`config.mk`:
```
export PLATFORM = sky130hd
export DESIGN_NAME = ifu_fetch
export DESIGN_NICKNAME = d
export VERILOG_FILES = /design/src/rtl/ifu_fetch_pkg.sv /design/src/rtl/ifu_fetch_fifo.sv /design/src/rtl/ifu_fetch.sv
export SDC_FILE = /design/constraint.sdc
export NUM_CORES = 1
export LEC_CHECK = 0
export ABC_CLOCK_PERIOD_IN_PS = 7560
export CORE_MARGIN = 3
export CORE_UTILIZATION = 40
export CTS_CLUSTER_SIZE = 24
export DETAILED_ROUTE_END_ITERATION = 8
export PLACE_DENSITY_LB_ADDON = 0.2
export REMOVE_ABC_BUFFERS = 1
export SYNTH_ARGS = -nofsm -noshare
export SYNTH_HDL_FRONTEND = slang
export SYNTH_HIERARCHICAL = 1
export SYNTH_SLANG_ARGS = --single-unit
```
`constraint.sdc`:
```
create_clock -name clk -period 7.56 [get_ports clk]
set_input_delay 1.89 -clock clk [delete_from_list [all_inputs] [get_ports clk]]
set_output_delay 1.89 -clock clk [all_outputs]
set_load 0.01 [all_outputs]
```
`src/rtl/ifu_fetch_pkg.sv`:
```
// ----------------------------------------------------------------------------
// ifu_fetch_pkg
// Shared definitions for the instruction fetch unit: controller hold levels,
// bus/word widths, the reset PC, the NOP encoding, the fetch FSM state type
// and the layout of one buffered fetch entry.
// ----------------------------------------------------------------------------
package ifu_fetch_pkg;

    localparam int          INST_ADDR_W    = 32;
    localparam int          INST_W         = 32;
    localparam int          HOLD_W         = 3;

    localparam logic [INST_ADDR_W-1:0] CPU_RESET_ADDR = 32'h0000_0000;
    localparam logic [INST_W-1:0]      INST_NOP       = 32'h0000_0013;

    // Controller hold levels, ordered so that a larger value holds more.
    localparam logic [HOLD_W-1:0] HOLD_NONE = 3'd0;
    localparam logic [HOLD_W-1:0] HOLD_PC   = 3'd1;
    localparam logic [HOLD_W-1:0] HOLD_IF   = 3'd2;
    localparam logic [HOLD_W-1:0] HOLD_ID   = 3'd3;

    typedef enum logic [1:0] {
        ST_IDLE = 2'd0,   // nothing outstanding on the bus
        ST_REQ  = 2'd1,   // request driven, waiting for grant
        ST_WAIT = 2'd2    // granted, waiting for read data
    } fetch_state_e;

    // One FIFO entry: address in the upper half, instruction word in the lower.
    typedef struct packed {
        logic [INST_ADDR_W-1:0] addr;
        logic [INST_W-1:0]      data;
    } fetch_entry_t;

    function automatic logic [INST_ADDR_W-1:0] word_align(input logic [INST_ADDR_W-1:0] a);
        return {a[INST_ADDR_W-1:2], 2'b00};
    endfunction

endpackage

```
`src/rtl/ifu_fetch_fifo.sv`:
```
// ----------------------------------------------------------------------------
// ifu_fifo
// Two-deep, 64-bit synchronous FIFO holding {addr, inst} pairs.
// Entry 0 is always the head, so the head is read straight from a register.
// Push and pop may happen in the same cycle, including when full.
// Flush empties the FIFO and takes priority over push/pop.
//
// Ports:
//   clk, rstn      clock, asynchronous active-low reset
//   flush_i        drop all entries
//   push_i         write push_data_i at the tail
//   push_data_i    {addr, inst}
//   pop_i          consume the head (ignored when empty)
//   count_o        number of valid entries (0..2)
//   head_o         head entry (meaningful when count_o != 0)
// ----------------------------------------------------------------------------
module ifu_fifo
    import ifu_fetch_pkg::*;
(
    input  logic        clk,
    input  logic        rstn,
    input  logic        flush_i,
    input  logic        push_i,
    input  logic [63:0] push_data_i,
    input  logic        pop_i,
    output logic [1:0]  count_o,
    output logic [63:0] head_o
);

    logic [63:0] ent0_q, ent0_d;
    logic [63:0] ent1_q, ent1_d;
    logic [1:0]  cnt_q, cnt_d;
    logic [1:0]  cnt_after_pop;
    logic        do_pop, do_push;

    always_comb begin
        ent0_d        = ent0_q;
        ent1_d        = ent1_q;
        cnt_d         = cnt_q;
        do_pop        = pop_i && (cnt_q != 2'd0);
        // A full FIFO still accepts a push when the head leaves in the same cycle.
        do_push       = push_i && ((cnt_q != 2'd2) || do_pop);
        cnt_after_pop = cnt_q - {1'b0, do_pop};

        if (flush_i) begin
            cnt_d = 2'd0;
        end else begin
            if (do_pop) begin
                ent0_d = ent1_q;
            end
            if (do_push) begin
                if (cnt_after_pop == 2'd0) begin
                    ent0_d = push_data_i;
                end else begin
                    ent1_d = push_data_i;
                end
            end
            cnt_d = cnt_after_pop + {1'b0, do_push};
        end
    end

    always_ff @(posedge clk or negedge rstn) begin
        if (!rstn) begin
            ent0_q <= '0;
            ent1_q <= '0;
            cnt_q  <= 2'd0;
        end else begin
            ent0_q <= ent0_d;
            ent1_q <= ent1_d;
            cnt_q  <= cnt_d;
        end
    end

    assign count_o = cnt_q;
    assign head_o  = ent0_q;

endmodule

```
`src/rtl/ifu_fetch.sv`:
```
// ----------------------------------------------------------------------------
// ifu_fetch
// Instruction fetch unit. Owns the PC and the instruction-bus master port,
// keeps at most one bus transaction outstanding, and buffers returned words
// in a 2-entry FIFO that feeds ID.
//
// Ports:
//   clk, rstn        clock, asynchronous active-low reset
//   jump_flag_i      redirect from the pipeline controller (beats every hold)
//   jump_addr_i      redirect target, low two bits ignored
//   hold_flag_i      controller hold level (NONE/PC/IF/ID)
//   ibus_req_o       bus request, stable with its address until granted
//   ibus_addr_o      word-aligned fetch address
//   ibus_gnt_i       request accepted this cycle
//   ibus_rvalid_i    read data valid
//   ibus_rdata_i     read data
//   inst_o           FIFO head instruction, or NOP_INST when empty
//   inst_addr_o      FIFO head address, or 0 when empty
//   inst_valid_o     FIFO non-empty
//   fetch_stall_o    asks the controller for a PC-level hold while starved
// ----------------------------------------------------------------------------
module ifu_fetch
    import ifu_fetch_pkg::*;
#(
    parameter logic [31:0] RESET_ADDR = CPU_RESET_ADDR,
    parameter logic [31:0] NOP_INST   = INST_NOP
) (
    input  logic        clk,
    input  logic        rstn,
    input  logic        jump_flag_i,
    input  logic [31:0] jump_addr_i,
    input  logic [2:0]  hold_flag_i,
    output logic        ibus_req_o,
    output logic [31:0] ibus_addr_o,
    input  logic        ibus_gnt_i,
    input  logic        ibus_rvalid_i,
    input  logic [31:0] ibus_rdata_i,
    output logic [31:0] inst_o,
    output logic [31:0] inst_addr_o,
    output logic        inst_valid_o,
    output logic        fetch_stall_o
);

    fetch_state_e state_q, state_d;
    logic [31:0]  pc_q, pc_d;
    logic [31:0]  addr_q, addr_d;
    logic         discard_q, discard_d;

    logic [1:0]   fifo_cnt;
    logic [63:0]  fifo_head;
    fetch_entry_t push_entry, head_entry;
    logic         fifo_push, fifo_pop;
    logic         inst_valid;
    logic         can_issue;

    assign inst_valid = (fifo_cnt != 2'd0);

    // Issue is only evaluated in IDLE, where nothing is in flight, so the
    // "count + in-flight < 2" room check reduces to the FIFO count alone.
    assign can_issue = (hold_flag_i == HOLD_NONE) && (fifo_cnt != 2'd2) && !jump_flag_i;

    // ID consumes the head unless the hold level reaches IF, or a redirect is
    // flushing the FIFO this cycle.
    assign fifo_pop = inst_valid && (hold_flag_i < HOLD_IF) && !jump_flag_i;

    always_comb begin
        state_d   = state_q;
        pc_d      = pc_q;
        addr_d    = addr_q;
        discard_d = discard_q;
        fifo_push = 1'b0;

        unique case (state_q)
            ST_IDLE: begin
                if (can_issue) begin
                    state_d = ST_REQ;
                    addr_d  = pc_q;
                end
            end
            ST_REQ: begin
                // Request and address are frozen here until granted, whatever
                // the controller does.
                if (ibus_gnt_i) begin
                    state_d = ST_WAIT;
                    // A transaction that is going to be thrown away must not
                    // advance the PC past a redirect target not yet fetched.
                    if (!discard_q && !jump_flag_i) begin
                        pc_d = pc_q + 32'd4;
                    end
                end
            end
            ST_WAIT: begin
                if (ibus_rvalid_i) begin
                    state_d   = ST_IDLE;
                    fifo_push = !discard_q && !jump_flag_i;
                    discard_d = 1'b0;
                end
            end
            default: state_d = ST_IDLE;
        endcase

        if (jump_flag_i) begin
            pc_d = word_align(jump_addr_i);
            // The outstanding transaction belongs to the old stream. When its
            // data returns in this very cycle it is dropped above and the
            // transaction is over, so nothing is left to mark.
            if ((state_q == ST_REQ) || ((state_q == ST_WAIT) && !ibus_rvalid_i)) begin
                discard_d = 1'b1;
            end
        end
    end

    always_ff @(posedge clk or negedge rstn) begin
        if (!rstn) begin
            state_q   <= ST_IDLE;
            pc_q      <= RESET_ADDR;
            addr_q    <= RESET_ADDR;
            discard_q <= 1'b0;
        end else begin
            state_q   <= state_d;
            pc_q      <= pc_d;
            addr_q    <= addr_d;
            discard_q <= discard_d;
        end
    end

    assign push_entry = '{addr: addr_q, data: ibus_rdata_i};

    ifu_fifo u_fifo (
        .clk         (clk),
        .rstn        (rstn),
        .flush_i     (jump_flag_i),
        .push_i      (fifo_push),
        .push_data_i (push_entry),
        .pop_i       (fifo_pop),
        .count_o     (fifo_cnt),
        .head_o      (fifo_head)
    );

    assign head_entry    = fetch_entry_t'(fifo_head);

    assign ibus_req_o    = (state_q == ST_REQ);
    assign ibus_addr_o   = addr_q;
    assign inst_valid_o  = inst_valid;
    assign inst_o        = inst_valid ? head_entry.data : NOP_INST;
    assign inst_addr_o   = inst_valid ? head_entry.addr : 32'h0;
    assign fetch_stall_o = !inst_valid && !jump_flag_i;

endmodule

```
==> impl_metrics.csv, run 1 <==
group,metric,value,unit
status,outcome,"finished clean",
synth,netlist_area,8969,sq um
pwr,combPwrFrac,0.145,
cts,root_buffer,"clkbuf_16",
sta,slew_headroom,0.1722,
placement,place.detailed.hpwl,13930,um
sta,finalCritPeriodShare,0.6961,
sta,max_freq,0.1900,GHz
detailed_routing,dr_total_vias,6420,
cts,cts_resized,0,
cts,clock_latency,0.43,ns
worst_setup_path,critPathMostFrequentCell,"nor2b_1",
cells_and_area,drive_gt1_frac,0.1260,
synth,synth_top_family_by_area,"simple AND/OR/NAND/NOR gates",
detailed_routing,finalWirelength,21220,um
global_routing,grt_max_degree,81,
global_routing,grt_pass1_wl,34490,um
global_routing,grt_overflow_total,0,
cts,htree_num_levels,4,
placement,gp_congestion,0.7981,
detailed_routing,wire_per_inst,17.91,um
worst_setup_path,slowest_stage,"o211ai_4",
sta,finalHoldViolCount,0,
hold_path,hold_path.startpoint,"u_fifo/ent1_q[18]$_DFFE_PN0P_",
worst_setup_path,cp.required,7.92,ns
worst_setup_path,cp_max_fo,44,
pwr,peakVddDrop,0.0001324,V
detailed_routing,vias_per_cell,5.418,
detailed_routing,firstDrtPassIters,4,
synth,seq_area_frac_synth,0.5385,
cts,cts_buffers,17,
hold_path,hp-class,"flip-flop to flip-flop",
synth,synthAdderAreaFrac,0.004185,
synth,synthCells,746,
synth,yosysTopAreaCell,"dfrtp_1",
worst_setup_path,worstPathArrival,5.62,ns
synth,synthArstFlopShare,1.000,
worst_setup_path,endpoint_kind,"flip-flop",
synth,synth_edf_count,0,
sta,tns,0,ns
cells_and_area,final_cell_mix,"193 x dfrtp_1, 165 x clkdlybuf4s50_1, 127 x and2_1",
cts,cts.sinks,193,
synth,yosysTopAreaCellShare,0.5385,
sta,setup_viol,0,
sta,layout_min_cycle_time,5.263,ns
synth,yosys.area_share.simple,0.1763,
floorplanning,fp.dieW,155.7,um
sta,fin_ws,2.297,ns
synth,synth_top_flop_cell,"dfrtp_1",
synth,synth_compound_area_frac,0.1151,
global_routing,use_met3,0.04411,
placement,io_buffers,166,
cells_and_area,synthToLayoutAreaGrowth,26.98,%
detailed_routing,drtIter0Drc,298,
sta,drv_slew,0,
synth,ys_ff_latch,193,
global_routing,antenna_found_initial,1,
synth,yosys_warnings,6,
cells_and_area,nets,967,
pwr,power.clock.fraction,0.352,
sta,hold_ws,0.4778,ns
synth,synth_xor_area_frac,0.01074,
detailed_routing,postRouteAntennaNets,0,
pwr,seq_power_share,0.503,
cts,post_cts_buffers,0,
pwr,power.leakage,4.991,nW
cells_and_area,diodes,0,
run,cap_viol_max_count,0,
cells_and_area,nFillCells,1966,
cts,cts_tree,"yes",
global_routing,grt_pass1_vias,6300,
cts,clock_path_buffers,2,
global_routing,grt_usage,0.1775,
sta,skew,0.01352,ns
worst_setup_path,startpoint,"jump_flag_i",
sta,grt_setup_unrepaired,"false",
floorplanning,die_h,155.7,um
worst_setup_path,reg2reg_from,"u_fifo/count_o[1]$_DFF_PN0_",
cts,clkSlewWorstSetupHoldPaths,0.07,ns
floorplanning,rows,54,
worst_setup_path,startpoint_type,"input pin",
global_routing,use_met2,0.2644,
floorplanning,io_pins,171,
worst_setup_path,path_cells,"clkdlybuf4s50_1 -> or3_1 -> nor2b_1 -> nor2b_1 -> ha_1 -> xor2_1 -> nor2_1 -> o211ai_4 -> buf_4 -> a221o_1",
synth,synth_cell_type_count,46,
pwr,internal_power,0.001873,W
global_routing,top_usage_layer,"met2",
pwr,p_per_area,224.6,nW/um^2
cells_and_area,mostFrequentLayoutCell,"dfrtp_1",
floorplanning,start_util,0.4084,
pwr,switching_share,0.2677,
detailed_routing,drc,0,
pwr,power_switching,0.0006847,W
sta,tightestPinTransition,1.232,ns
synth,avgSynthCellArea,12.02,sq um
global_routing,grt.met1_usage,0.2632,
floorplanning,die-area,24250,sq um
synth,yosys-mux-area-fraction,0.1190,
floorplanning,coreArea,21960,sq um
cts,cts_hold_buf,0,
synth,ys_top_cells_by_area,"dfrtp_1 54%, and2_1 8.9%, mux2_2 7.5%",
worst_setup_path,worst-setup-path-type,"input pin to flip-flop",
placement,place_ws,1.848,ns
worst_setup_path,slowest_delay,0.69,ns
-- routing by layer --
layer | vias to the layer above | share of wire
met1 | 3197 | 0.50
met4 | 2 | 0.0091
met5 | - | 0.00052
met3 | 18 | 0.052
met2 | 174 | 0.44
li1 | 3029 | -
-- cell type report --
cell class | count | area (sq um) | share of cell area
Clock inverter | 14 | 147.6 | 0.01296
Multi-Input combinational cell | 499 | 3845 | 0.3376
Clock buffer | 18 | 439.2 | 0.03856
Timing Repair Buffer | 174 | 1750 | 0.1537
Inverter | 7 | 26.28 | 0.002307
Sequential cell | 193 | 4830 | 0.4241
Tap cell | 280 | 350.3 | 0.03076
-- path summary, 6_finish.rpt --
path | to | slack, ns | cells past startpoint
hold / removal | u_fifo/ent1_q[18]$_DFFE_PN0P_ | 0.48 | 1
max in group asynchronous | u_fifo/head_o[44]$_DFFE_PN0N_ | 4.83 | 2
hold reg to reg | u_fifo/ent1_q[18]$_DFFE_PN0P_ | 0.48 | 1
setup reg to reg | u_fifo/head_o[56]$_DFFE_PN0N_ | 3.53 | 9
min in group asynchronous | u_fifo/head_o[7]$_DFFE_PN0N_ | 1.38 | 1
setup / recovery | u_fifo/head_o[56]$_DFFE_PN0N_ | 2.30 | 10
-- sequential cells by signal (all words and copies together), names as in the netlist --
| signal | count |
|---|---|
| u_fifo/head_o | 64 |
| discard_q | 1 |
| u_fifo/ent1_q | 64 |
| state_q | 2 |
| u_fifo/count_o | 2 |
| pc_q | 30 |
| ibus_addr_o | 30 |
-- power groups by stage --
| stage | registers, W | logic [W] | clock network, W |
|---|---|---|---|
| floorplan | 0.00129 | 0.000151 | 0 |
| global placement | 0.00130 | 0.000369 | 0 |
| detailed placement | 0.00131 | 0.000375 | 0 |
| CTS | 0.00129 | 0.000377 | 0.000928 |
| global route | 0.00131 | 0.000408 | 0.000976 |
| finish | 0.00129 | 0.000371 | 0.000900 |
-- synthesized netlist by cell type, drive strengths merged (2+ instances only) --
cell    number
nor2b        5
and3         3
o31ai       13
a21oi        3
and2       127
xor2         6
nor4         7
xnor2        5
clkbuf      28
a31oi       16
mux2i        2
and4         3
o21ai       17
nor2        21
o21a         2
or3          4
a221o       64
nand4        8
nand2b       6
ha           3
nand3       20
buf         24
o211ai       5
dfrtp      193
mux2        93
nand2       29
inv          6
or4         21
or2          3
-- metrics by stage --
stage,total power [W],util,cell area (sq um),cells
after global routing,0.002693,0.5186,11390,1185
after detailed placement,0.001681,0.4919,10800,1153
after floorplan,0.001441,-,8693,699
after CTS,0.002592,0.5186,11390,1185
final,0.002558,0.5186,11390,1185
after global placement,0.001672,0.4919,10800,1153
-- kinds of logic (layout without fill, tap and decap cells) --
logic type,after synthesis,in the layout
flops,193,193
fa+ha+maj,3,3
buf+inv,59,213
simple gates,261,261
xor+xnor,11,11
mux,95,95
compound gates,123,123
other cells,1,6
-- critical path, delay by kind of cell --
family | cells | cell delay [ns]
AOI/OAI and AO/OA | 2 | 0.93
xor gates and xnor gates | 1 | 0.32
adders and majority gates | 1 | 0.30
buffers and inverters | 2 | 1.00
and+or+nand+nor | 4 | 1.16
Note: power is estimated with default switching activity, not from simulation.
==> inputs of run 2 (changes only) <==
--- a/config.mk
+++ b/config.mk
@@ -5,7 +5,7 @@
 export SDC_FILE = /design/constraint.sdc
 export NUM_CORES = 1
 export LEC_CHECK = 0
-export ABC_CLOCK_PERIOD_IN_PS = 7560
+export ABC_CLOCK_PERIOD_IN_PS = 5100
 export CORE_MARGIN = 3
 export CORE_UTILIZATION = 40
 export CTS_CLUSTER_SIZE = 24
==> constraint.sdc (replaced) <==
create_clock -name clk -period 5.1 [get_ports clk]
set_input_delay 1.275 -clock clk [delete_from_list [all_inputs] [get_ports clk]]
set_output_delay 1.275 -clock clk [all_outputs]
set_load 0.01 [all_outputs]
==> impl_metrics.csv, run 2 (same netlist as run 1, synthesis figures left out) <==
group,metric,value,unit
global_routing,grt_usage,0.1774,
floorplanning,fp.dieW,155.7,um
worst_setup_path,cp.required,5.46,ns
worst_setup_path,cp_top_family,"buffers and inverters",
pwr,power.leakage,5.055,nW
sta,slew_headroom,0.3772,
worst_setup_path,startpoint_type,"input pin",
pwr,finalPower,0.003954,W
floorplanning,io_pins,171,
placement,gp_congestion,0.7853,
sta,hold_ws,0.4784,ns
cells_and_area,final_cell_mix,"193 x dfrtp_1, 165 x clkdlybuf4s50_1, 127 x and2_1",
worst_setup_path,cp_max_fo,45,
placement,placed_cells,1159,
sta,grt_setup_unrepaired,"false",
status,outcome,"finished clean",
global_routing,antenna_found_initial,1,
pwr,peakVddDrop,0.0002158,V
floorplanning,die_h,155.7,um
cts,htree_num_levels,4,
cts,cts_tree,"yes",
global_routing,grt_max_degree,114,
sta,finalHoldViolCount,0,
worst_setup_path,worst-setup-path-type,"input pin to flip-flop",
floorplanning,coreArea,21960,sq um
cells_and_area,diodes,0,
worst_setup_path,path_buf_inv,2,
cells_and_area,synthToLayoutAreaGrowth,28.24,%
pwr,p_per_area,343.8,nW/um^2
detailed_routing,dr_total_vias,6398,
worst_setup_path,slowest_stage,"buf_4",
sta,tightestPinTransition,0.9284,ns
hold_path,hp-class,"flip-flop to flip-flop",
sta,drv_slew,0,
cells_and_area,nFillCells,1930,
worst_setup_path,endpoint_kind,"flip-flop",
detailed_routing,firstDrtPassIters,5,
cts,post_cts_buffers,0,
cts,cts_hold_buf,0,
global_routing,grt_pass1_wl,34560,um
global_routing,grt_pass1_vias,6225,
worst_setup_path,worstPathArrival,4.58,ns
floorplanning,rows,54,
sta,skew,0.01761,ns
detailed_routing,drtIter0Drc,296,
floorplanning,start_util,0.4084,
detailed_routing,finalWirelength,21060,um
cts,clkSlewWorstSetupHoldPaths,0.07,ns
placement,place.detailed.hpwl,14020,um
detailed_routing,postRouteAntennaNets,0,
global_routing,grt_overflow_total,0,
cts,clock_latency,0.43,ns
worst_setup_path,slowest_delay,0.57,ns
sta,tns,0,ns
worst_setup_path,path_cells,"clkdlybuf4s50_1 -> or3_1 -> nor2b_1 -> nor2b_1 -> ha_1 -> xor2_1 -> nor2_1 -> o211ai_4 -> buf_4 -> a221o_1",
cells_and_area,layout.cells.non_filler,1190,
cts,cts.sinks,193,
sta,layout_min_cycle_time,4.227,ns
detailed_routing,wire_per_inst,17.69,um
cts,cts_buffers,17,
cells_and_area,nets,973,
detailed_routing,vias_per_cell,5.376,
cells_and_area,multiInputGateArea,3845,sq um
cells_and_area,mostFrequentLayoutCell,"dfrtp_1",
cells_and_area,drive_gt1_frac,0.1308,
sta,setup_viol,0,
sta,max_freq,0.2366,GHz
placement,io_buffers,166,
worst_setup_path,critPathMostFrequentCell,"nor2b_1",
cells_and_area,seq_area,4830,sq um
sta,finalCritPeriodShare,0.8287,
detailed_routing,drc,0,
cts,root_buffer,"clkbuf_16",
run,cap_viol_max_count,0,
cts,cts_resized,0,
cts,clock_path_buffers,2,
floorplanning,die-area,24250,sq um
run 2: metal layers:
metal / track usage / wire length, um / part of all wire / vias to the layer above
li1: - / - / - / 3039
met1: 0.2646 / 10660 / 0.51 / 3173
met2: 0.2696 / 9313 / 0.44 / 170
met3: 0.03245 / 934 / 0.044 / 14
met4: 0.04289 / 133 / 0.0063 / 2
met5: 0 / 14 / 0.00066 / -
run 2: worst paths after layout:
kind	slack [ns]	endpoint	start	depth (start not counted)
setup / recovery	0.87	u_fifo/head_o[2]$_DFFE_PN0N_	jump_flag_i	10
hold / removal	0.48	u_fifo/ent1_q[3]$_DFFE_PN0P_	u_fifo/ent1_q[3]$_DFFE_PN0P_	1
setup reg to reg	1.44	u_fifo/head_o[2]$_DFFE_PN0N_	u_fifo/count_o[1]$_DFF_PN0_	9
hold reg to reg	0.48	u_fifo/ent1_q[3]$_DFFE_PN0P_	u_fifo/ent1_q[3]$_DFFE_PN0P_	1
max in group asynchronous	3.13	ibus_addr_o[13]$_DFFE_PN0P_	rstn	2
min in group asynchronous	0.98	u_fifo/head_o[3]$_DFFE_PN0N_	rstn	1
run 2: layout make-up:
cell class              instances  area share
clock buffers                  20     0.04058
clock inverters                11     0.01741
inverters                       7    0.002285
multi-input cells             499      0.3343
flip-flops and latches        193      0.4199
well taps                     280     0.03046
repair buffers                180      0.1550
run 2: metrics by stage:
stage | setup slack, ns | instance area (sq um) | util
after floorplan | 0.4491 | 8693 | -
after global placement | 0.4751 | 10830 | 0.4934
after detailed placement | 0.4251 | 10830 | 0.4934
after CTS | 0.8831 | 11500 | 0.5238
after global routing | 0.6530 | 11500 | 0.5238
final | 0.8734 | 11500 | 0.5238
run 2: where the power goes:
part	switching (W)	internal [W]	total, W
combinational	0.000210	0.000339	0.000548
sequential	0.000175	0.00173	0.00191
clock	0.000584	0.000915	0.00150
